===== src/rtl/demux_dispatch_pkg.sv =====
// Shared types and constants for the demux dispatch scheduler.
package demux_dispatch_pkg;

  typedef enum logic {
    IDLE,
    SEND
  } state_t;

  localparam int unsigned CH_COUNT    = 3;
  localparam logic [1:0]  SEL_INVALID = 2'd3;
  localparam int unsigned STAT_W      = 16;

endpackage


===== src/rtl/demux_dispatch_ctrl_if.sv =====
// Word-side handshake and per-channel byte outputs of demux_dispatch_ctrl.
// Optional statistics signals exist only with DEMUX_DISPATCH_STATS_EN defined.
interface demux_dispatch_ctrl_if
  import demux_dispatch_pkg::*;
#(
  parameter int unsigned MST_DWIDTH = 32,
  parameter int unsigned SYS_DWIDTH = 8
);

  logic [1:0]            select;
  logic [MST_DWIDTH-1:0] data_i;
  logic                  valid_i;
  logic                  ready_o;
  logic [CH_COUNT-1:0]   ch_busy_i;
  logic [SYS_DWIDTH-1:0] data0_o;
  logic [SYS_DWIDTH-1:0] data1_o;
  logic [SYS_DWIDTH-1:0] data2_o;
  logic                  valid0_o;
  logic                  valid1_o;
  logic                  valid2_o;
  logic                  err_sel_o;
  logic                  idle_o;
`ifdef DEMUX_DISPATCH_STATS_EN
  logic [STAT_W-1:0]     word_cnt0_o;
  logic [STAT_W-1:0]     word_cnt1_o;
  logic [STAT_W-1:0]     word_cnt2_o;
  logic [STAT_W-1:0]     drop_cnt_o;
`endif

  modport master (
    output select, data_i, valid_i, ch_busy_i,
    input  ready_o, data0_o, data1_o, data2_o, valid0_o, valid1_o, valid2_o,
           err_sel_o, idle_o
`ifdef DEMUX_DISPATCH_STATS_EN
  , input  word_cnt0_o, word_cnt1_o, word_cnt2_o, drop_cnt_o
`endif
  );

  modport slave (
    input  select, data_i, valid_i, ch_busy_i,
    output ready_o, data0_o, data1_o, data2_o, valid0_o, valid1_o, valid2_o,
           err_sel_o, idle_o
`ifdef DEMUX_DISPATCH_STATS_EN
  , output word_cnt0_o, word_cnt1_o, word_cnt2_o, drop_cnt_o
`endif
  );

endinterface


===== src/rtl/demux_byte_slicer.sv =====
// Holds the word in flight and selects its byte_cnt-th byte, MSB first.
module demux_byte_slicer #(
  parameter  int unsigned MST_DWIDTH = 32,
  parameter  int unsigned SYS_DWIDTH = 8,
  localparam int unsigned BYTES      = MST_DWIDTH / SYS_DWIDTH,
  localparam int unsigned CNT_W      = (BYTES > 1) ? $clog2(BYTES) : 1
) (
  input  logic                  clk_sys,
  input  logic                  rst_n,
  input  logic                  load,
  input  logic [MST_DWIDTH-1:0] word_in,
  input  logic [CNT_W-1:0]      idx,
  output logic [SYS_DWIDTH-1:0] byte_out
);

  logic [MST_DWIDTH-1:0] word_q;

  always_ff @(posedge clk_sys or negedge rst_n) begin
    if (!rst_n) begin
      word_q <= '0;
    end else if (load) begin
      word_q <= word_in;
    end
  end

  always_comb begin
    byte_out = '0;
    for (int unsigned i = 0; i < BYTES; i++) begin
      if (idx == CNT_W'(i)) begin
        byte_out = word_q[MST_DWIDTH-1-SYS_DWIDTH*i -: SYS_DWIDTH];
      end
    end
  end

endmodule


===== src/rtl/demux_dispatch_ctrl.sv =====
// Word-to-byte scheduler feeding three decryption channels with busy backpressure.
// Define DEMUX_DISPATCH_STATS_EN to add saturating per-channel word and drop counters.
module demux_dispatch_ctrl
  import demux_dispatch_pkg::*;
#(
  parameter int unsigned MST_DWIDTH = 32,
  parameter int unsigned SYS_DWIDTH = 8
) (
  input  logic                 clk_sys,
  input  logic                 rst_n,
  demux_dispatch_ctrl_if.slave bus
);

  localparam int unsigned BYTES = MST_DWIDTH / SYS_DWIDTH;
  localparam int unsigned CNT_W = (BYTES > 1) ? $clog2(BYTES) : 1;
  localparam logic [CNT_W-1:0] LAST_IDX = CNT_W'(BYTES - 1);

  state_t                state_q, state_d;
  logic [1:0]            sel_q, sel_d;
  logic [CNT_W-1:0]      cnt_q, cnt_d;
  logic                  load;
  logic                  ready;
  logic                  busy_sel;
  logic                  issue;
  logic                  last_issue;
  logic                  xfer;
  logic [SYS_DWIDTH-1:0] cur_byte;
  logic [CH_COUNT-1:0]   valid_d, valid_q;
  logic                  err_d, err_q;
  logic [SYS_DWIDTH-1:0] data_q [CH_COUNT];

  demux_byte_slicer #(
    .MST_DWIDTH(MST_DWIDTH),
    .SYS_DWIDTH(SYS_DWIDTH)
  ) u_slicer (
    .clk_sys (clk_sys),
    .rst_n   (rst_n),
    .load    (load),
    .word_in (bus.data_i),
    .idx     (cnt_q),
    .byte_out(cur_byte)
  );

  // Only the busy bit of the channel owning the word in flight matters.
  always_comb begin
    busy_sel = 1'b0;
    for (int unsigned n = 0; n < CH_COUNT; n++) begin
      if (sel_q == 2'(n)) busy_sel = bus.ch_busy_i[n];
    end
  end

  assign issue      = (state_q == SEND) && !busy_sel;
  assign last_issue = issue && (cnt_q == LAST_IDX);
  assign ready      = (state_q == IDLE) || last_issue;
  assign xfer       = bus.valid_i && ready;

  always_ff @(posedge clk_sys or negedge rst_n) begin
    if (!rst_n) begin
      state_q <= IDLE;
      sel_q   <= '0;
      cnt_q   <= '0;
    end else begin
      state_q <= state_d;
      sel_q   <= sel_d;
      cnt_q   <= cnt_d;
    end
  end

  always_comb begin
    state_d = state_q;
    sel_d   = sel_q;
    cnt_d   = cnt_q;
    load    = 1'b0;
    valid_d = '0;
    err_d   = 1'b0;

    if (issue) begin
      for (int unsigned n = 0; n < CH_COUNT; n++) begin
        if (sel_q == 2'(n)) valid_d[n] = 1'b1;
      end
      cnt_d = cnt_q + CNT_W'(1);
      if (last_issue) state_d = IDLE;
    end

    // A transfer in the last-byte cycle overrides the return to IDLE.
    if (xfer) begin
      if (bus.select == SEL_INVALID) begin
        err_d = 1'b1;
      end else begin
        load    = 1'b1;
        sel_d   = bus.select;
        cnt_d   = '0;
        state_d = SEND;
      end
    end
  end

  always_ff @(posedge clk_sys or negedge rst_n) begin
    if (!rst_n) begin
      valid_q <= '0;
      err_q   <= 1'b0;
      for (int unsigned n = 0; n < CH_COUNT; n++) data_q[n] <= '0;
    end else begin
      valid_q <= valid_d;
      err_q   <= err_d;
      for (int unsigned n = 0; n < CH_COUNT; n++) begin
        data_q[n] <= valid_d[n] ? cur_byte : '0;
      end
    end
  end

  assign bus.ready_o   = ready;
  assign bus.data0_o   = data_q[0];
  assign bus.data1_o   = data_q[1];
  assign bus.data2_o   = data_q[2];
  assign bus.valid0_o  = valid_q[0];
  assign bus.valid1_o  = valid_q[1];
  assign bus.valid2_o  = valid_q[2];
  assign bus.err_sel_o = err_q;
  assign bus.idle_o    = (state_q == IDLE) && (valid_q == '0);

`ifdef DEMUX_DISPATCH_STATS_EN
  logic [STAT_W-1:0] word_cnt_q [CH_COUNT];
  logic [STAT_W-1:0] drop_cnt_q;

  always_ff @(posedge clk_sys or negedge rst_n) begin
    if (!rst_n) begin
      drop_cnt_q <= '0;
      for (int unsigned n = 0; n < CH_COUNT; n++) word_cnt_q[n] <= '0;
    end else begin
      if (err_d && (drop_cnt_q != '1)) drop_cnt_q <= drop_cnt_q + STAT_W'(1);
      for (int unsigned n = 0; n < CH_COUNT; n++) begin
        if (last_issue && (sel_q == 2'(n)) && (word_cnt_q[n] != '1)) begin
          word_cnt_q[n] <= word_cnt_q[n] + STAT_W'(1);
        end
      end
    end
  end

  assign bus.word_cnt0_o = word_cnt_q[0];
  assign bus.word_cnt1_o = word_cnt_q[1];
  assign bus.word_cnt2_o = word_cnt_q[2];
  assign bus.drop_cnt_o  = drop_cnt_q;
`endif

endmodule


===== src/flat_wrapper.sv =====
// flat-port wrapper written by rule: the top's interface ports become plain ports
module demux_dispatch_ctrl_flat import demux_dispatch_pkg::*;
#(
  parameter int unsigned MST_DWIDTH = 32,
  parameter int unsigned SYS_DWIDTH = 8
)
  (clk_sys, rst_n, bus_select, bus_data_i, bus_valid_i, bus_ch_busy_i, bus_ready_o, bus_data0_o, bus_data1_o, bus_data2_o, bus_valid0_o, bus_valid1_o, bus_valid2_o, bus_err_sel_o, bus_idle_o);
  demux_dispatch_ctrl_if #(.MST_DWIDTH(MST_DWIDTH), .SYS_DWIDTH(SYS_DWIDTH)) bus_i ();
  input  logic clk_sys;
  input  logic rst_n;
  input wire logic [$bits(bus_i.select)-1:0] bus_select;
  input wire logic [$bits(bus_i.data_i)-1:0] bus_data_i;
  input wire logic [$bits(bus_i.valid_i)-1:0] bus_valid_i;
  input wire logic [$bits(bus_i.ch_busy_i)-1:0] bus_ch_busy_i;
  output wire logic [$bits(bus_i.ready_o)-1:0] bus_ready_o;
  output wire logic [$bits(bus_i.data0_o)-1:0] bus_data0_o;
  output wire logic [$bits(bus_i.data1_o)-1:0] bus_data1_o;
  output wire logic [$bits(bus_i.data2_o)-1:0] bus_data2_o;
  output wire logic [$bits(bus_i.valid0_o)-1:0] bus_valid0_o;
  output wire logic [$bits(bus_i.valid1_o)-1:0] bus_valid1_o;
  output wire logic [$bits(bus_i.valid2_o)-1:0] bus_valid2_o;
  output wire logic [$bits(bus_i.err_sel_o)-1:0] bus_err_sel_o;
  output wire logic [$bits(bus_i.idle_o)-1:0] bus_idle_o;
  assign bus_i.select = bus_select;
  assign bus_i.data_i = bus_data_i;
  assign bus_i.valid_i = bus_valid_i;
  assign bus_i.ch_busy_i = bus_ch_busy_i;
  assign bus_ready_o = bus_i.ready_o;
  assign bus_data0_o = bus_i.data0_o;
  assign bus_data1_o = bus_i.data1_o;
  assign bus_data2_o = bus_i.data2_o;
  assign bus_valid0_o = bus_i.valid0_o;
  assign bus_valid1_o = bus_i.valid1_o;
  assign bus_valid2_o = bus_i.valid2_o;
  assign bus_err_sel_o = bus_i.err_sel_o;
  assign bus_idle_o = bus_i.idle_o;
  demux_dispatch_ctrl #(.MST_DWIDTH(MST_DWIDTH), .SYS_DWIDTH(SYS_DWIDTH)) u_core (.clk_sys(clk_sys), .rst_n(rst_n), .bus(bus_i));
endmodule

===== config.mk =====
export PLATFORM = sky130hd
export DESIGN_NAME = demux_dispatch_ctrl_flat
export DESIGN_NICKNAME = d
export VERILOG_FILES = /design/src/rtl/demux_dispatch_pkg.sv /design/src/rtl/demux_dispatch_ctrl_if.sv /design/src/rtl/demux_byte_slicer.sv /design/src/rtl/demux_dispatch_ctrl.sv /design/src/flat_wrapper.sv
export SDC_FILE = /design/constraint.sdc
export NUM_CORES = 1
export LEC_CHECK = 0
export BUFFER_PORTS_ARGS = -buffer_cell sky130_fd_sc_hd__buf_2
export CAP_MARGIN = 20
export CORE_ASPECT_RATIO = 1.2
export CORE_UTILIZATION = 47
export DETAILED_ROUTE_END_ITERATION = 10
export PLACE_DENSITY = 0.86
export SLEW_MARGIN = 20
export SYNTH_ARGS = -nofsm -noshare
export SYNTH_HDL_FRONTEND = slang
export SYNTH_SLANG_ARGS = --single-unit

===== constraint.sdc =====
create_clock -name clk_sys -period 1.7 [get_ports clk_sys]
set_clock_uncertainty 0.05 [all_clocks]
set_input_delay 0.34 -clock clk_sys [delete_from_list [all_inputs] [get_ports clk_sys]]
set_output_delay 0.34 -clock clk_sys [all_outputs]
set_load 0.01 [all_outputs]

* Word level (Yosys, flattened, before mapping)
Cells that the tools add are included.
** Cells by class
- Add/subtract/negate cells :: 1
- Multiply operators :: 0
- Div/mod/pow operators :: 0
- Order comparisons :: 0
- Equal/unequal tests :: 6
- Shifts and indexed selects :: 0
- Muxes and demuxes :: 25
- Bitwise gates (word level) :: 2
- Reduce and logical (&&, ||, !) cells :: 10
** Operators with widths (count)
- 8-bit 2-to-1 mux :: 7
- 1-bit 2-to-1 mux :: 14
- 2-bit == test, second input constant :: 4
- 2-bit 2-to-1 mux :: 3
- 2-bit by 1-bit == test with 1-bit output, second input constant :: 2
- 1-bit logical AND :: 4
- 2-bit logical NOT :: 2
- 3-bit logical NOT :: 1
- 3-bit 2-to-1 mux :: 1
- 2-bit by 1-bit adder with 2-bit output, second input constant :: 1
- 1-bit inverter :: 2
- 2-bit AND reduction :: 1
- 1-bit logical NOT :: 1
- 1-bit logical OR :: 1
** Storage, ports and cells
- Bits in registers :: 65
- Bits in latches :: 0
- RAM bits :: 0
- ROM bits :: 0
- Input port bits :: 40
- Output and inout port bits :: 30
- Word-level logic and storage cells :: 53
- Memories :: 0

* Longest topological paths before layout
Gate-level depths: netlist (run 1).
- Word-level depth :: 11
- Depth in mapped cells :: 8
- Mapped depth without buffers :: 6

* By module
A second synthesis (run 1) with hierarchy kept.
** Unflattened totals
- Cell total of the unflattened synthesis :: 174
- Area, all modules :: 2686.3 um^2
** Modules (own cells, without submodules)
- demux_byte_slicer :: instances 1, cells an instance 78, area an instance 1411.4 um^2, sequential area each 800.8 um^2
- demux_dispatch_ctrl :: instances 1, cells an instance 96, area an instance 1275.0 um^2, sequential area each 825.8 um^2

* Worst setup path after synthesis (run 1)
No wires, ideal clock.
- Kind :: flip-flop to flip-flop
- From :: register u_core.cnt_q[0]
- To :: register u_core.u_slicer.word_q[0]
- Library setup time :: 125 ps
- Data arrival time :: 1691 ps
- Data required time :: 1525 ps
- Path slack :: -166 ps
- Stages on the path, launching flop included :: 8
- Buffers on the path :: 2
- Period minus slack after synthesis :: 1866 ps
- Path through :: dfrtp_1 > ha_1 > buf_2 > nand2_1 > o221ai_4 > nand3_4 > buf_6 > mux2_4
** Between the ends
- Longest elaborated chain between the ends :: 5
** RTL lines
- start, declared :: RTL line demux_dispatch_ctrl.sv:20 : logic [CNT_W-1:0] cnt_q, cnt_d;
- start signal, assigned :: RTL line demux_dispatch_ctrl.sv:65 : cnt_q <= cnt_d;
- 2-bit == test :: RTL line demux_dispatch_ctrl.sv:53 : assign last_issue = issue && (cnt_q == LAST_IDX);
- 1-bit logical AND :: RTL line demux_dispatch_ctrl.sv:53
- 1-bit logical OR :: RTL line demux_dispatch_ctrl.sv:54 : assign ready = (state_q == IDLE) || last_issue;
- net bus_ready_o :: RTL line flat_wrapper.sv:15 : output wire logic [$bits(bus_i.ready_o)-1:0] bus_ready_o;
- 1-bit logical AND :: RTL line demux_dispatch_ctrl.sv:55 : assign xfer = bus.valid_i && ready;
- 1-bit 2-to-1 mux :: RTL line demux_dispatch_ctrl.sv:86 : if (xfer) begin
- end signal, assigned :: RTL line demux_byte_slicer.sv:22 : word_q <= word_in;
- end, declared :: RTL line demux_byte_slicer.sv:16 : logic [MST_DWIDTH-1:0] word_q;
The timed path passes the listed nets, and every way through them passes these cells.
A chain may end at the register's enable or synchronous reset.

* Final worst setup path (run 1)
- From :: register u_core.sel_q[1]
- To :: output bus_ready_o
** Between the ends
- Longest elaborated chain between the ends :: 8
- Elaborated cells on any way between the ends :: 10
- Those cells by class :: eq/ne (2); mux (3); reduce/logical (5)
** RTL lines
- start, declared :: RTL line demux_dispatch_ctrl.sv:19 : logic [1:0] sel_q, sel_d;
- start signal, assigned :: RTL line demux_dispatch_ctrl.sv:64 : sel_q <= sel_d;
- 2-bit logical NOT :: RTL line demux_dispatch_ctrl.sv:48 : if (sel_q == 2'(n)) busy_sel = bus.ch_busy_i[n];
- 1-bit 2-to-1 mux (2 in a row) :: RTL line demux_dispatch_ctrl.sv:48
- 1-bit 2-to-1 mux (*) :: RTL line demux_dispatch_ctrl.sv:48
- 1-bit logical NOT (*) :: RTL line demux_dispatch_ctrl.sv:52 : assign issue = (state_q == SEND) && !busy_sel;
- 1-bit logical AND (*) :: RTL line demux_dispatch_ctrl.sv:52
- 1-bit logical AND (*) :: RTL line demux_dispatch_ctrl.sv:53
- 1-bit logical OR (*) :: RTL line demux_dispatch_ctrl.sv:54
- end, declared :: RTL line flat_wrapper.sv:15
Mark *: on every way between the ends. The rest lies on a longest branch, timed or not.

==> impl_summary.log, run 1 <==
INFO  metric xor_and_xnor_fraction_of_the_mapped_netlist_area = 0.318%
INFO  metric post-place-cells = 352
INFO  metric area_growth = 32.3%
INFO  metric synth_edf_count = 0
INFO  metric syn-num-nets = 249
INFO  metric static-leakage-power = 1.94 nW
INFO  metric critical_path_peak_fanout = 3
INFO  metric yosys_register_bits = 65
INFO  metric remaining_overflow_grt = 0
INFO  metric critical-path-max-stage-delay = 0.41 ns
INFO  metric rsz0062_at_grt = true
INFO  metric gp_congestion = 0.813
INFO  metric synth_cell_types = 30
INFO  metric drive_above_1_share = 51.7%
INFO  metric total_clock_sinks = 65
INFO  metric yosys.area.top_type = sky130_fd_sc_hd__dfrtp_1
INFO  metric top_level_ports = 70
INFO  metric timing.critical_path.cells = mux2_4 -> o221ai_4 -> buf_6 -> buf_6
INFO  metric postLayoutSetupSlackWorst = -0.156 ns
INFO  metric critical_path.slowest_cell = sky130_fd_sc_hd__dfrtp_1
INFO  metric crit_type = reg -> out
INFO  metric proportion_of_register_bits_with_asynchronous_set_or_reset_after_synthesis = 100%
INFO  metric detailed_route_iter0_violations = 63
INFO  metric placement.setup.worst_slack = -0.0705 ns
INFO  metric ir_worst_vdd = 792 uV
INFO  metric critPathCaptureType = output port
INFO  metric cpMostUsedCell = sky130_fd_sc_hd__buf_6
INFO  metric n_antenna_cell = 0
INFO  metric number_of_buffers_on_the_longest_clock_path = 2
INFO  metric yosysWarningCount = 0
INFO  metric synthDominantCellAreaShare = 59.1%
INFO  metric synth-adder-area-share = 1.82%
INFO  metric cts_tree = yes
INFO  metric timing.hold.worst.start = bus_data_i[9]
INFO  metric route.vias.total = 1800
INFO  metric worst-slew-pin-transition = 0.390 ns
INFO  metric grt_first_pass_wirelength = 8570 um
INFO  metric syn_area_per_cell = 13.4 um^2
INFO  metric max_cap_violations = 0
INFO  metric grt_use_total = 18.7%
INFO  metric nNetsFinal = 335
INFO  metric worstPathArrival = 1.47 ns
INFO  metric cts_buffers = 9
INFO  metric timing.reg2reg.worst_path_depth = 6
INFO  metric clk-insertion-delay-late = 0.34 ns
INFO  metric maximum_clock_rate = 539 MHz
INFO  metric whs_path_depth = 2
INFO  metric synth_compound_area_share = 8.59%
INFO  metric worst-endpoint-required = 1.31 ns
INFO  metric failed_checks = negative setup slack
INFO  metric worst_setup_path_start_kind = flop
INFO  metric r2r_end = u_core.u_slicer.word_q[21]
INFO  metric vias_per_cell = 4.79
INFO  metric grt_max_degree = 66
INFO  metric sum_of_routed_wire_length_over_all_layers = 5380 um
INFO  metric core_area = 5670 um^2
INFO  metric cts.reportedPaths.clkPinSlew = 0.08 ns
INFO  metric worstHoldPathType = in -> reg
INFO  metric outcome = finished with violations
INFO  metric fin_setup_tns = -4.24 ns
INFO  metric timing.final.crit_period = 1.86 ns
INFO  metric muxShareOfSynthArea = 17.9%
INFO  metric share_of_the_clock_period_used_by_the_worst_path_after_layout = 109%
INFO  metric timing.final.setup_violations = 51
INFO  metric timing_hold_violations_final = 0
INFO  metric regToRegSetupSlack = -0.14 ns
INFO  metric slew_headroom = 74.0%
INFO  metric fillCellCount = 412
INFO  metric synthesis.instances = 205
INFO  metric ys.flop_type = sky130_fd_sc_hd__dfrtp_1
INFO  metric die_area = 6170 um^2
INFO  metric netlist_top_cells_area = sky130_fd_sc_hd__dfrtp_1 (59%), sky130_fd_sc_hd__mux2_4 (16%), sky130_fd_sc_hd__nor2_1 (3.4%)
INFO  metric route.detailed.wl_per_inst = 14.3 um
INFO  metric ys_seq_area_share = 59.1%
INFO  metric final_cells = 376
INFO  metric cts.root.buffer_cell = sky130_fd_sc_hd__clkbuf_8
INFO  metric grt_antenna_before_repair = 0
INFO  metric final_max_slew_viol_count = 0
INFO  metric cts-htree-levels = 3
INFO  metric critical_path.reg2reg.startpoint = u_core.sel_q[1]
INFO  metric syn-cell-area = 2750 um^2
INFO  metric drt.antenna.violating_nets = 0
INFO  metric placement.io_buffers = 69
INFO  metric main_combinational_cell_family_by_area_after_synthesis = multiplexers
INFO  metric synth_simple_gate_area_share = 7.72%
INFO  metric floorplan.initialDensity = 48.6%
INFO  metric powerDensity = 1950 nW/um^2
INFO  metric hpwl = 3660 um
INFO  metric num_rows = 30
INFO  metric die_width = 71.9 um
INFO  metric hold_slack = 0.179 ns
INFO  metric first_pass_detailed_route_iteration_total = 4
INFO  metric chipHeight = 85.9 um
INFO  metric synth.cells.most_frequent = sky130_fd_sc_hd__dfrtp_1 (65), sky130_fd_sc_hd__mux2_4 (30), sky130_fd_sc_hd__nor2_1 (25), sky130_fd_sc_hd__inv_1 (16), sky130_fd_sc_hd__a21oi_1 (9)
INFO  metric min_to = u_core.u_slicer.word_q[9]
INFO  metric drc = 0
INFO  metric synthMostInstantiatedCell = sky130_fd_sc_hd__dfrtp_1
INFO  metric vias_in_the_first_global_route = 1819
metal layers:
metal	global-route usage, %	share of wire [%]	vias up
met1	23.0	45	862
li1	-	-	870
met4	11.1	2.7	0
met3	4.70	3.9	16
met5	0	0	-
met2	29.7	49	52
power breakdown:
part / switching (mW) / total, mW / internal, mW
Sequential: 0.379 / 2.52 / 2.14
Combinational: 1.40 / 3.17 / 1.77
Clock: 0.587 / 1.41 / 0.824
Total: 2.37 / 7.10 / 4.73
through the flow:
step | total power [mW] | util, % | instance area [um^2]
6_report | 7.10 | 64.3 | 3640
5_1_grt | 7.53 | 64.3 | 3640
4_1_cts | 6.98 | 63.5 | 3600
3_5_place_dp | 5.30 | 57.9 | 3280
3_3_place_gp | 5.17 | 57.9 | 3280
2_1_floorplan | 4.56 | - | 2810
worst max-delay path, delay by kind of cell (launching register included):
kind / cells / cell delay [ns]
flip-flops: 1 / 0.41
buffers and inverters: 2 / 0.22
AO/OA/AOI/OAI: 1 / 0.17
multiplexers: 1 / 0.33
how the worst max path moves through the flow:
stage | start | to | cells after the start
after floorplan | u_core.cnt_q[0] | u_core.u_slicer.word_q[0] | 7
after global placement | bus_ch_busy_i[0] | u_core.u_slicer.word_q[24] | 6
after detailed placement | bus_ch_busy_i[0] | u_core.u_slicer.word_q[21] | 6
after CTS | u_core.sel_q[1] | bus_ready_o | 4
after global routing | u_core.sel_q[1] | bus_ready_o | 4
final | u_core.sel_q[1] | bus_ready_o | 4
final cells by class:
type	instances	area [um^2]	area share (%)
Tap cell	80	100	2.75
Sequential cell	65	1630	44.6
Multi-Input combinational cell	113	1100	30.2
Clock buffer	9	124	3.40
Inverter	16	60.1	1.65
Timing Repair Buffer	86	538	14.8
Clock inverter	7	95.1	2.61
state kept, by name (all words and copies together), names as in the netlist:
register / flops
u_core.state_q: 1
u_core.bus.data1_o: 8
u_core.valid_q: 3
u_core.bus.data0_o: 8
u_core.bus.err_sel_o: 1
u_core.cnt_q: 2
u_core.bus.data2_o: 8
u_core.sel_q: 2
u_core.u_slicer.word_q: 32
kinds of logic (layout without fill, tap and decap cells):
| logic type | count (synthesis) | count (layout) |
|---|---|---|
| DFF | 65 | 65 |
| and+or+nand+nor | 44 | 44 |
| muxes | 34 | 34 |
| AOI/OAI and AO/OA | 30 | 30 |
| buffers and inverters | 27 | 118 |
| adders and majority gates | 4 | 4 |
| xor gates and xnor gates | 1 | 1 |
repair_timing:
action                                  in CTS  in global routing
endpoints found under the setup margin      49                 58
pin swaps                                    2                  8
gates resized for setup                     11                  9
setup buffers                                5                  1
gates cloned                                 1                  0
endpoints found under the hold margin       65                  0
hold buffers                                 1                  0
cells in the final DEF (no fill, tap or decap), drive strengths merged, types with 2 or more instances in the layout:
cell    instances
a21boi          2
a21oi           9
a221o           7
a22oi           8
buf            85
bufinv          2
clkbuf          9
clkinv          4
dfrtp          65
ha              4
inv            16
mux2           33
nand2           7
nand3b          2
nor2           25
nor2b           2
or3             2
No activity file was read; power rests on OpenSTA's default activity.
==> inputs of run 2 (changes only) <==
--- a/config.mk
+++ b/config.mk
@@ -10,6 +10,7 @@
 export CORE_ASPECT_RATIO = 1.2
 export CORE_UTILIZATION = 47
 export DETAILED_ROUTE_END_ITERATION = 10
+export GPL_ROUTABILITY_DRIVEN = 0
 export PLACE_DENSITY = 0.86
 export SLEW_MARGIN = 20
 export SYNTH_ARGS = -nofsm -noshare
==> constraint.sdc (replaced) <==
create_clock -name clk_sys -period 1.7 [get_ports clk_sys]
set_clock_uncertainty 0.05 [all_clocks]
set_input_delay 0 -clock clk_sys [delete_from_list [all_inputs] [get_ports clk_sys]]
set_output_delay 0 -clock clk_sys [all_outputs]
set_load 0.01 [all_outputs]
==> run 2 against run 1 <==
The run still ends with negative setup slack left. Flip-flop and latch count did not move. Register-to-register slack improved by 0.096 ns. Maximum frequency rose by 6.4%. Global-route usage rose by 1.8 points. Die area did not move. Clock-buffer cell count rose by 1.
==> impl_summary.log, run 2 (synthesis results as in run 1) <==
INFO  metric drive_above_1_share = 45.6%
INFO  metric top_level_ports = 70
INFO  metric postLayoutSetupSlackWorst = -0.0437 ns
INFO  metric worstPathArrival = 1.92 ns
INFO  metric grt_first_pass_wirelength = 9490 um
INFO  metric largest_register_ffs = 32
INFO  metric static-leakage-power = 2.07 nW
INFO  metric final_cells = 409
INFO  metric post-place-cells = 352
INFO  metric grt_antenna_before_repair = 0
INFO  metric clock_power_share = 18.9%
INFO  metric n_antenna_cell = 0
INFO  metric chipHeight = 85.9 um
INFO  metric timing.final.setup_violations = 29
INFO  metric cts_buffers = 9
INFO  metric number_of_buffers_on_the_longest_clock_path = 2
INFO  metric multiInputGateArea = 1100 um^2
INFO  metric route.detailed.wl_per_inst = 14.2 um
INFO  metric drt.antenna.violating_nets = 0
INFO  metric vias_per_cell = 4.73
INFO  metric power_frac_seq = 36.2%
INFO  metric timing.reg2reg.worst_path_depth = 5
INFO  metric vias_in_the_first_global_route = 2015
INFO  metric slew_headroom = 77.8%
INFO  metric worst-endpoint-required = 1.88 ns
INFO  metric die_width = 71.9 um
INFO  metric share_of_the_clock_period_used_by_the_worst_path_after_layout = 103%
INFO  metric maximum_clock_rate = 573 MHz
INFO  metric layout_common_cells = sky130_fd_sc_hd__buf_2 (69), sky130_fd_sc_hd__dfrtp_1 (65), sky130_fd_sc_hd__dlygate4sd3_1 (37)
INFO  metric die_area = 6170 um^2
INFO  metric cts_tree = yes
INFO  metric floorplan.initialDensity = 48.6%
INFO  metric grt_use_total = 20.5%
INFO  metric placement.io_buffers = 69
INFO  metric critPathCaptureType = flop
INFO  metric hold_slack = 0.107 ns
INFO  metric hpwl = 3610 um
INFO  metric nNetsFinal = 368
INFO  metric total_clock_sinks = 65
INFO  metric switching_power = 2.37 mW
INFO  metric sum_of_routed_wire_length_over_all_layers = 5800 um
INFO  metric internal_power = 4.59 mW
INFO  metric cts-htree-levels = 3
INFO  metric cts.reportedPaths.clkPinSlew = 0.08 ns
INFO  metric worst-slew-pin-transition = 0.333 ns
INFO  metric most_common_cell_after_layout_fill_and_taps_aside = sky130_fd_sc_hd__buf_2
INFO  metric max_cap_violations = 0
INFO  metric rsz0062_at_grt = true
INFO  metric route.vias.total = 1936
INFO  metric outcome = finished with violations
INFO  metric fin_setup_tns = -0.778 ns
INFO  metric finalCoreUtilization = 70.1%
INFO  metric area_growth = 44.3%
INFO  metric total_power = 6.96 mW
INFO  metric drc = 0
INFO  metric failed_checks = negative setup slack
INFO  metric p_sw_share = 34.1%
INFO  metric crit_type = reg -> reg
INFO  metric critical_path_peak_fanout = 8
INFO  metric cts.root.buffer_cell = sky130_fd_sc_hd__clkbuf_8
INFO  metric first_pass_detailed_route_iteration_total = 5
INFO  metric final_max_slew_viol_count = 0
INFO  metric final_area = 3970 um^2
INFO  metric worst_setup_path_start_kind = flop
INFO  metric whs_path_depth = 3
INFO  metric clk-insertion-delay-late = 0.34 ns
INFO  metric fillCellCount = 367
INFO  metric powerDensity = 1750 nW/um^2
INFO  metric timing_hold_violations_final = 0
INFO  metric worstHoldPathType = in -> reg
INFO  metric combinationalPowerShare = 44.9%
INFO  metric core_area = 5670 um^2
INFO  metric timing.final.crit_period = 1.74 ns
INFO  metric grt_max_degree = 66
INFO  metric final-seq-area = 1630 um^2
INFO  metric largest_register = u_core.u_slicer.word_q
INFO  metric remaining_overflow_grt = 0
INFO  metric num_rows = 30
INFO  metric post_dp_cell_area = 3280 um^2
INFO  metric detailed_route_iter0_violations = 125
INFO  metric ir_worst_vdd = 802 uV
INFO  metric placement.setup.worst_slack = -0.108 ns
-- run 2: power groups by stage --
| stage | combinational [mW] | clock [mW] | sequential [mW] |
|---|---|---|---|
| final | 3.13 | 1.31 | 2.52 |
| after global placement | 2.69 | 0 | 2.49 |
| after CTS | 2.88 | 1.33 | 2.49 |
| after floorplan | 2.07 | 0 | 2.50 |
| after detailed placement | 2.79 | 0 | 2.51 |
| after global routing | 3.39 | 1.41 | 2.58 |
-- run 2: cell type report --
class                      instances  share of cell area, %
tap                               80                   2.52
inverter                          16                   1.57
timing repair buffer             119                   22.0
clock inverter                     6                   1.70
sequential                        65                   40.9
multi-input combinational        113                   27.7
clock buffer                      10                   3.46
-- run 2: per-layer routing --
| layer | share of wire (%) | GRT usage (%) | wire length [um] | vias to the layer above |
|---|---|---|---|---|
| met1 | 44 | 26.4 | 2580 | 922 |
| met3 | 3.1 | 5.05 | 177 | 17 |
| met5 | 0 | 0 | 0 | - |
| met2 | 50 | 32.2 | 2880 | 52 |
| li1 | - | - | - | 945 |
| met4 | 2.9 | 10.2 | 169 | 0 |
-- run 2: final timing paths --
check,startpoint,endpoint,slack (ns)
setup / recovery,u_core.sel_q[1],u_core.u_slicer.word_q[14],-0.04
hold / removal,bus_ch_busy_i[2],u_core.bus.data2_o[0],0.11
setup reg to reg,u_core.sel_q[1],u_core.u_slicer.word_q[14],-0.04
hold reg to reg,u_core.u_slicer.word_q[12],u_core.u_slicer.word_q[12],0.46
max in group asynchronous,rst_n,u_core.u_slicer.word_q[29],1.16
min in group asynchronous,rst_n,u_core.bus.data1_o[0],0.15
-- run 2: repair_timing --
| item | in CTS | in global routing |
|---|---|---|
| pin swaps | 1 | 9 |
| hold buffers | 37 | 0 |
| endpoints found under the setup margin | 51 | 55 |
| hold endpoints to repair | 102 | 0 |
| cloned | 0 | 1 |
| setup buffers | 1 | 2 |
| resized for setup | 2 | 13 |
-- run 2: worst max-delay path: stages, from the launching register on --
cell and delay [ns]:
sky130_fd_sc_hd__dfrtp_1 0.39, sky130_fd_sc_hd__mux2_4 0.32, sky130_fd_sc_hd__o221ai_4 0.18, sky130_fd_sc_hd__nand3_4 0.18, sky130_fd_sc_hd__clkbuf_16 0.22, sky130_fd_sc_hd__mux2_4 0.29
==> inputs of run 3 (changes only) <==
--- a/config.mk
+++ b/config.mk
@@ -8,11 +8,12 @@
 export BUFFER_PORTS_ARGS = -buffer_cell sky130_fd_sc_hd__buf_2
 export CAP_MARGIN = 20
 export CORE_ASPECT_RATIO = 1.2
-export CORE_UTILIZATION = 47
+export CORE_UTILIZATION = 55
 export DETAILED_ROUTE_END_ITERATION = 10
 export GPL_ROUTABILITY_DRIVEN = 0
-export PLACE_DENSITY = 0.86
+export PLACE_DENSITY = 0.94
 export SLEW_MARGIN = 20
 export SYNTH_ARGS = -nofsm -noshare
 export SYNTH_HDL_FRONTEND = slang
+export SYNTH_HIERARCHICAL = 1
 export SYNTH_SLANG_ARGS = --single-unit
==> constraint.sdc (replaced) <==
create_clock -name clk_sys -period 2.1 [get_ports clk_sys]
set_clock_uncertainty 0.05 [all_clocks]
set_input_delay 0 -clock clk_sys [delete_from_list [all_inputs] [get_ports clk_sys]]
set_output_delay 0 -clock clk_sys [all_outputs]
set_load 0.01 [all_outputs]
==> run 3 against run 2 <==
The run now ends clean. Via count fell by 2.2%. Combinational power fell by 42%. Flip-flop and latch count did not move. First-iteration DRC count fell by 45%. Final area fell by 6.0%. Synthesized cell count fell by 15%. Maximum frequency fell by 12%. Critical path depth did not move. Clock power fell by 11%. Global-route usage rose by 6.5 points. Total power fell by 28%. Die area fell by 16%. Critical path type unchanged. Largest power group is now registers. Highest routed layer unchanged.
==> impl_summary.log, run 3 <==
INFO  metric post-cts-setup-buffer-count = 0
INFO  metric number_of_gates_given_a_new_drive_strength_after_cts = 0
INFO  metric cts-htree-levels = 3
INFO  metric num_rows = 27
INFO  metric synthesis.instances = 174
INFO  metric internal_power = 3.44 mW
INFO  metric detailed_route_iter0_violations = 69
INFO  metric timing_hold_violations_final = 0
INFO  metric largest_register = u_core/u_slicer/word_q
INFO  metric syn-cell-area = 2690 um^2
INFO  metric share_of_the_clock_period_used_by_the_worst_path_after_layout = 93.9%
INFO  metric top_level_ports = 70
INFO  metric netlist_top_cells_area = sky130_fd_sc_hd__dfrtp_1 (61%), sky130_fd_sc_hd__mux2_2 (13%), sky130_fd_sc_hd__mux4_2 (6.7%)
INFO  metric maximum_clock_rate = 507 MHz
INFO  metric clock_power_share = 23.2%
INFO  metric cts.reportedPaths.clkPinSlew = 0.08 ns
INFO  metric cts_buffers = 9
INFO  metric critical_path_buf_inv_count = 1
INFO  metric layout_common_cells = sky130_fd_sc_hd__buf_2 (69), sky130_fd_sc_hd__dfrtp_1 (65), sky130_fd_sc_hd__dlygate4sd3_1 (41)
INFO  metric grt_use_total = 27.0%
INFO  metric critical-path-max-stage-delay = 0.42 ns
INFO  metric timing.reg2reg.worst_path_depth = 5
INFO  metric number_of_buffers_on_the_longest_clock_path = 2
INFO  metric worstHoldPathType = in -> async
INFO  metric synth_edf_count = 0
INFO  metric hpwl = 3590 um
INFO  metric drc = 0
INFO  metric chipHeight = 78.6 um
INFO  metric vias_in_the_first_global_route = 1958
INFO  metric drt.antenna.violating_nets = 0
INFO  metric slew_headroom = 45.8%
INFO  metric cts_hold_buf = 41
INFO  metric critPathCaptureType = flop
INFO  metric total_clock_sinks = 65
INFO  metric grt_first_pass_wirelength = 9790 um
INFO  metric grt_max_degree = 40
INFO  metric synth.cells.most_frequent = sky130_fd_sc_hd__dfrtp_1 (65), sky130_fd_sc_hd__mux2_2 (30), sky130_fd_sc_hd__and2_1 (24), sky130_fd_sc_hd__mux4_2 (8)
INFO  metric regToRegSetupSlack = 0.13 ns
INFO  metric syn-num-nets = 215
INFO  metric vias_per_cell = 5.30
INFO  metric final_max_slew_viol_count = 0
INFO  metric syn_area_per_cell = 15.4 um^2
INFO  metric combinationalPowerShare = 36.3%
INFO  metric die_width = 65.8 um
INFO  metric yosysWarningCount = 6
INFO  metric proportion_of_register_bits_with_asynchronous_set_or_reset_after_synthesis = 100%
INFO  metric r2r_end = u_core/u_slicer/word_q[31]
INFO  metric timing.final.crit_period = 1.97 ns
INFO  metric floorplan.initialDensity = 58.0%
INFO  metric n_antenna_cell = 0
INFO  metric die_area = 5170 um^2
INFO  metric most_common_cell_after_layout_fill_and_taps_aside = sky130_fd_sc_hd__buf_2
INFO  metric crit_type = reg -> reg
INFO  metric static-leakage-power = 1.82 nW
INFO  metric synth_cell_types = 33
INFO  metric worstPathArrival = 2.15 ns
INFO  metric critical_path.reg2reg.startpoint = u_core/sel_q[0]
INFO  metric powerDensity = 1340 nW/um^2
INFO  metric critical_path.slowest_cell = sky130_fd_sc_hd__dfrtp_1
INFO  metric area_growth = 38.9%
INFO  metric worst_setup_path_start_kind = flop
INFO  metric ys_seq_area_share = 60.5%
INFO  metric ir_worst_vdd = 880 uV
INFO  metric worst-slew-pin-transition = 0.813 ns
INFO  metric synthMostInstantiatedCell = sky130_fd_sc_hd__dfrtp_1
INFO  metric switching_power = 1.57 mW
INFO  metric cts.root.buffer_cell = sky130_fd_sc_hd__clkbuf_8
INFO  metric timing.critical_path.cells = mux2_4 -> o221ai_4 -> and2b_4 -> buf_12 -> mux2_2
INFO  metric synthDominantCellAreaShare = 60.5%
INFO  metric sum_of_routed_wire_length_over_all_layers = 6000 um
INFO  metric path_delay_family = multiplexers
INFO  metric postLayoutSetupSlackWorst = 0.128 ns
INFO  metric power_frac_seq = 40.6%
INFO  metric p_sw_share = 31.4%
INFO  metric placement.io_buffers = 69
INFO  metric remaining_overflow_grt = 0
INFO  metric crit_start = u_core/sel_q[0]
INFO  metric clk-insertion-delay-late = 0.35 ns
INFO  metric yosys_register_bits = 65
INFO  metric outcome = complete, no violations
INFO  metric timing.final.setup_violations = 0
INFO  metric fin_setup_tns = 0 ns
INFO  metric first_pass_detailed_route_iteration_total = 4
INFO  metric critical_path_peak_fanout = 26
INFO  metric largest_register_ffs = 32
INFO  metric max_cap_violations = 0
INFO  metric rsz0062_at_grt = false
INFO  metric route.vias.total = 1893
INFO  metric core_area = 4630 um^2
INFO  metric worst-endpoint-required = 2.28 ns
INFO  metric yosys.area.top_type = sky130_fd_sc_hd__dfrtp_1
INFO  metric drive_above_1_share = 46.8%
INFO  metric ys.flop_type = sky130_fd_sc_hd__dfrtp_1
INFO  metric nNetsFinal = 335
INFO  metric cts_tree = yes
INFO  metric placement.setup.worst_slack = 0.158 ns
INFO  metric route.detailed.wl_per_inst = 16.8 um
INFO  metric grt_antenna_before_repair = 0
-- run 3: cell count changes after synthesis, sizes merged, moves of 5 or more --
cell	previous run	this run
inv	16	3
a21oi	9	4
and2	1	24
nor2	25	0
mux4	0	8
a22oi	8	0
a221o	7	0
-- run 3: layout make-up --
cell class | instances | area, um^2
inverters | 3 | 11.3
flip-flops and latches | 65 | 1630
multi-input cells | 97 | 968
clock inverters | 3 | 46.3
well taps | 58 | 72.6
fillers | 252 | 896
repair buffers | 118 | 828
clock buffers | 13 | 179
-- run 3: cell families (layout without fill, tap and decap cells) --
kind of cell,Yosys count,count (layout),synth area share [%]
buf+inv,12,137,3.40
compound gates,12,12,3.87
flops,65,65,60.5
simple gates,41,41,10.0
fa+ha+maj,1,1,0.466
mux,43,43,21.7
-- run 3: worst max path at each step --
stage | endpoint | slack, ns | cells after the start
floorplan | u_core/u_slicer/word_q[0] | 0.07 | 6
global route | u_core/u_slicer/word_q[2] | 0.05 | 5
global placement | u_core/u_slicer/word_q[18] | 0.21 | 5
finish | u_core/u_slicer/word_q[31] | 0.13 | 5
CTS | u_core/u_slicer/word_q[5] | 0.14 | 5
detailed placement | u_core/u_slicer/word_q[1] | 0.16 | 5
-- run 3: power by group through the flow --
stage	Combinational [mW]	Sequential [mW]	Clock, mW
detailed placement	1.70	2.03	0
floorplan	1.23	2.00	0
CTS	1.78	2.01	1.16
finish	1.82	2.03	1.16
global placement	1.63	1.98	0
global route	1.97	2.07	1.25
-- run 3: stage by stage --
step	util, %	area (um^2)	cells	hold slack (ns)	total power, mW
after floorplan	-	2690	174	-0.346	3.23
after global placement	66.9	3100	300	0.0678	3.60
after detailed placement	66.9	3100	300	0.0812	3.73
after CTS	80.6	3730	357	0.255	4.95
after global routing	80.6	3730	357	0.297	5.29
final	80.6	3730	357	0.219	5.01
-- run 3: routing by layer --
layer / global-route usage (%) / routed length (um) / part of all wire [%]
met5: 0 / 0 / 0
met4: 14.8 / 186 / 3.1
met3: 6.54 / 300 / 5.0
met2: 46.1 / 3280 / 55
met1: 30.4 / 2230 / 37
